==> src/rtl/rst_pulse_gen.sv <==
// Reset pulse generator: a one-cycle req drives a fixed-length active-low pulse on rst_out, then a hold-off gap.
// Define RST_PULSE_GEN_POR_EN to also issue a full pulse automatically when rst is released.
module rst_pulse_gen #(
  parameter int PULSE_CYCLES   = 16,
  parameter int HOLDOFF_CYCLES = 4,
  parameter int CNT_WIDTH      = 8
) (
  input  logic       clk,
  input  logic       rst,
  input  logic       req,
  output logic       rst_out,
  output logic       busy,
  output logic       done,
  output logic       req_drop,
  output logic [1:0] state_dbg
);

  typedef enum logic [1:0] {
    IDLE    = 2'd0,
    ASSERT  = 2'd1,
    HOLDOFF = 2'd2
  } state_t;

  localparam logic [CNT_WIDTH-1:0] PULSE_LAST = CNT_WIDTH'(PULSE_CYCLES - 1);
  localparam logic [CNT_WIDTH-1:0] HOLD_LAST  = CNT_WIDTH'(HOLDOFF_CYCLES - 1);

`ifdef RST_PULSE_GEN_POR_EN
  localparam state_t RESET_STATE = ASSERT;
`else
  localparam state_t RESET_STATE = IDLE;
`endif

  state_t               state, state_nxt;
  logic [CNT_WIDTH-1:0] cnt, cnt_nxt;
  logic                 rst_out_nxt, busy_nxt, done_nxt, drop_nxt;

  // Handshake: req is a single-cycle strobe accepted only when busy is low;
  // a req seen while busy is discarded and reported on req_drop the next cycle.
  always_comb begin
    state_nxt   = state;
    cnt_nxt     = cnt;
    rst_out_nxt = rst_out;
    busy_nxt    = busy;
    done_nxt    = 1'b0;
    drop_nxt    = req && busy;
    case (state)
      IDLE: begin
        rst_out_nxt = 1'b1;
        busy_nxt    = 1'b0;
        if (req) begin
          state_nxt   = ASSERT;
          cnt_nxt     = '0;
          rst_out_nxt = 1'b0;
          busy_nxt    = 1'b1;
        end
      end
      ASSERT: begin
        rst_out_nxt = 1'b0;
        busy_nxt    = 1'b1;
        // busy low in ASSERT only on the first cycle after a power-on reset:
        // treat it as the entry cycle so the pulse is full length.
        if (!busy) begin
          cnt_nxt = '0;
        end else if (cnt == PULSE_LAST) begin
          rst_out_nxt = 1'b1;
          done_nxt    = 1'b1;
          cnt_nxt     = '0;
          if (HOLDOFF_CYCLES == 0) begin
            state_nxt = IDLE;
            busy_nxt  = 1'b0;
          end else begin
            state_nxt = HOLDOFF;
          end
        end else begin
          cnt_nxt = cnt + CNT_WIDTH'(1);
        end
      end
      HOLDOFF: begin
        rst_out_nxt = 1'b1;
        busy_nxt    = 1'b1;
        if (cnt == HOLD_LAST) begin
          state_nxt = IDLE;
          busy_nxt  = 1'b0;
          cnt_nxt   = '0;
        end else begin
          cnt_nxt = cnt + CNT_WIDTH'(1);
        end
      end
      default: begin
        state_nxt   = IDLE;
        cnt_nxt     = '0;
        rst_out_nxt = 1'b1;
        busy_nxt    = 1'b0;
      end
    endcase
  end

  always_ff @(posedge clk) begin
    if (!rst) begin
      state    <= RESET_STATE;
      cnt      <= '0;
      rst_out  <= 1'b0;
      busy     <= 1'b0;
      done     <= 1'b0;
      req_drop <= 1'b0;
    end else begin
      state    <= state_nxt;
      cnt      <= cnt_nxt;
      rst_out  <= rst_out_nxt;
      busy     <= busy_nxt;
      done     <= done_nxt;
      req_drop <= drop_nxt;
    end
  end

  assign state_dbg = state;

endmodule

==> config.mk <==
export PLATFORM = sky130hd
export DESIGN_NAME = rst_pulse_gen
export DESIGN_NICKNAME = d
export VERILOG_FILES = /design/src/rtl/rst_pulse_gen.sv
export SDC_FILE = /design/constraint.sdc
export NUM_CORES = 1
export LEC_CHECK = 0
export CORE_MARGIN = 2
export CORE_UTILIZATION = 54
export DETAILED_ROUTE_END_ITERATION = 10
export GPL_ROUTABILITY_DRIVEN = 0
export PLACE_DENSITY = 0.77
export SYNTH_ARGS = -nofsm -noshare
export SYNTH_HDL_FRONTEND = slang
export SYNTH_SLANG_ARGS = --single-unit
export TNS_END_PERCENT = 5
==> constraint.sdc <==
create_clock -name clk -period 3.9 [get_ports clk]
set_input_delay 0.39 -clock clk [delete_from_list [all_inputs] [get_ports clk]]
set_output_delay 0.39 -clock clk [all_outputs]
set_load 0.1 [all_outputs]
==> reports/metrics.json <==
{
  "status": {
    "run_status": "finished clean"
  },
  "cts": {
    "post_cts_buffers": 0,
    "clock_tree.root_cell": "sky130_fd_sc_hd__clkbuf_4",
    "cts_hold_buf": 0,
    "worst_setup_hold_path_clk_slew_ps": 80,
    "ctsResizeCount": 0,
    "clk_latency_ps": 290,
    "tritoncts.num_buffers": 3,
    "cts_max_path_buffers": 2,
    "htree_levels": 1,
    "cts_tree": "done",
    "cts_num_sinks": 14
  },
  "worst_setup_path": {
    "r2r-end": "cnt[5]",
    "cp.arrival_ps": 1830,
    "crit_path_cell_trace": "clkdlybuf4s50_1",
    "cp_top_family": "buffers and inverters",
    "cp-start-kind": "flop",
    "crit_fanout": 5,
    "criticalPathCategory": "flop to output port",
    "cpPeakStageDelay_ps": 1150,
    "cpMaxStageDelayCell": "sky130_fd_sc_hd__clkdlybuf4s50_1",
    "setup.reg_to_reg.worst_slack_ps": 1780,
    "critPathCaptureType": "output port",
    "critPathBufInv": 1,
    "required_ps": 3510,
    "worstRegToRegCells": 6,
    "critical_path.reg2reg.startpoint": "state_dbg[0]"
  },
  "detailed_routing": {
    "detail_route.first_pass.iterations": 4,
    "via_per_inst": 6.27,
    "antenna_left": 0,
    "met2_length_um": 860,
    "dr_wl_met3_um": 63,
    "wl_mm": 1.71,
    "wl_per_cell_um": 14.5,
    "route.vias.total": 740,
    "drt_iter0_markers": 10,
    "m1WireLength_um": 767,
    "route.top_layer_used": "met4",
    "drc_errors": 0
  },
  "floorplan": {
    "dieWidth_um": 42.9,
    "die_height_um": 42.9,
    "start_util": 0.562,
    "ports_placed_on_the_boundary": 9,
    "core_um2": 1450,
    "std_cell_rows": 14,
    "die-area_um2": 1840
  },
  "pwr": {
    "vdd_ir_drop_max_mv": 0.233,
    "power_per_cell_area_nw_per_um2": 443,
    "power.switching_uw": 177,
    "cellInternalPower_uw": 228,
    "leakagePower_uw": 0.000309,
    "netSwitchingFraction": 0.437,
    "share_comb_of_total_power": 0.403,
    "sequentialPowerShare": 0.395,
    "clock_power_share": 0.202
  },
  "logic_synthesis": {
    "post_synthesis_cell_area_um2": 817,
    "synth_net_count": 104,
    "number_of_distinct_library_cells_after_synthesis": 29,
    "synthMostInstantiatedCell": "sky130_fd_sc_hd__dfxtp_1",
    "synth_ff_type": "sky130_fd_sc_hd__dfxtp_1",
    "netlist_top_cells_area": "sky130_fd_sc_hd__dfxtp_1 (34%), sky130_fd_sc_hd__ha_1 (7.7%), sky130_fd_sc_hd__nand2_1 (6.0%)",
    "synthDominantCellAreaShare": 0.343,
    "synth.avg_cell_area_um2": 8.51,
    "edff_count_synth": 0,
    "synth_sequential_area_ratio": 0.343,
    "synth_top_cell_by_area": "sky130_fd_sc_hd__dfxtp_1",
    "synth_commonest_cells": "sky130_fd_sc_hd__dfxtp_1 (14), sky130_fd_sc_hd__nand2_1 (13), sky130_fd_sc_hd__inv_1 (7)",
    "yosysWarningCount": 0,
    "synthCells": 96,
    "ys_seq_elements": 14,
    "proportion_of_register_bits_with_asynchronous_set_or_reset_after_synthesis": 0
  },
  "timing": {
    "timing.max_slew.rel_slack": 0.238,
    "setup_viol_count_final": 0,
    "finalClockSkew_ps": 5.24,
    "final-max-slew-violation-count": 0,
    "achievable-frequency_mhz": 450,
    "final.period_utilization": 0.570,
    "worst_pin_slew_ps": 1140,
    "final-hold-violation-count": 0,
    "grt_setup_unrepaired": "false",
    "period_minus_slack_ps": 2220,
    "timing.setup.tns_ps": 0
  },
  "worst_hold_path": {
    "hp-class": "flop to flop",
    "hold_path_depth": 2,
    "hp-start": "cnt[1]",
    "hold_end": "cnt[1]"
  },
  "grt": {
    "globalRouteTotalUtil": 0.219,
    "antenna_found_initial": 0,
    "global_route_wire_length_before_repair_mm": 2.91,
    "grt_start_max_net_pins": 19,
    "grt_pass1_vias": 650,
    "overflow": 0
  },
  "layout": {
    "final_layout_size_suffix_gt1_frac": 0.0686,
    "area_growth_pct": 11.8,
    "num_antenna_cells": 0,
    "final_util": 0.628,
    "fill_cells": 127,
    "num-nets-final": 112
  },
  "flow_run": {
    "drv.max_cap_violation_count": 0
  },
  "place": {
    "place.detailed.hpwl_mm": 1.21,
    "port_buffers": 8
  }
}
-- placed cells by master, fill, tap and decap left out, drive strengths merged --
cell,count
o211ai,3
nor4,3
o21a,2
clkdlybuf4s50,8
nor2b,2
nand2,13
nor2,4
a21boi,1
o311a,1
o21ai,1
o31ai,1
inv,7
nand3,3
o221ai,3
a21oi,6
dfxtp,14
o311ai,1
nor3,4
clkbuf,3
o41ai,1
and3,2
a31oi,5
and2,1
nor3b,2
o2111ai,5
or3,1
ha,5
-- stage by stage --
step	instances	setup WS, ps	hold slack [ps]	power, uW	cell area (um2)
2_1_floorplan	96	1570	449	292	817
3_3_place_gp	115	1700	461	322	891
3_5_place_dp	115	1620	469	326	891
4_1_cts	118	1660	483	410	913
5_1_grt	118	1610	505	425	913
6_report	118	1680	480	405	913
-- cell families (layout without fill, tap and decap cells) --
kind of cell,after synthesis,in the layout,share of synthesized area
AOI/OAI and AO/OA,30,30,0.289
DFF,14,14,0.343
buffers and inverters,12,18,0.0643
adders and majority gates,5,5,0.0766
and+or+nand+nor,35,35,0.227
-- metal layers --
layer,up-vias,global-route usage
met4,0,0.0563
met1,352,0.237
li1,375,-
met5,-,0
met3,4,0.0894
met2,9,0.388
-- power groups by stage --
stage	sequential, uW	clock, uW	combinational, uW
finish	160	81.6	163
global route	162	91.0	173
CTS	160	86.9	163
detailed placement	163	0	162
global placement	163	0	159
floorplan	224	0	67.7
-- cell type report --
| cell class | count | area (um2) | share of cell area |
|---|---|---|---|
| sequential | 14 | 280 | 0.307 |
| tap | 16 | 20.0 | 0.0219 |
| inverter | 7 | 26.3 | 0.0288 |
| timing repair buffer | 8 | 80.1 | 0.0877 |
| multi-input combinational | 70 | 484 | 0.530 |
| clock buffer | 3 | 22.5 | 0.0247 |
-- flip-flops by register name (all words and copies together), names as in the netlist --
signal / count
busy: 1
cnt: 8
done: 1
req_drop: 1
rst_out: 1
state_dbg: 2
-- how the worst max path moves through the flow --
| stage | cells after the start | slack, ps | end | start |
|---|---|---|---|---|
| floorplan | 6 | 1570 | state_dbg[1] | state_dbg[0] |
| global placement | 5 | 1700 | cnt[5] | req |
| detailed placement | 5 | 1620 | cnt[5] | req |
| CTS | 1 | 1660 | state_dbg[1] | state_dbg[1] |
| global route | 1 | 1610 | state_dbg[1] | state_dbg[1] |
| finish | 1 | 1680 | state_dbg[1] | state_dbg[1] |
(Power assumes the default switching activity.)
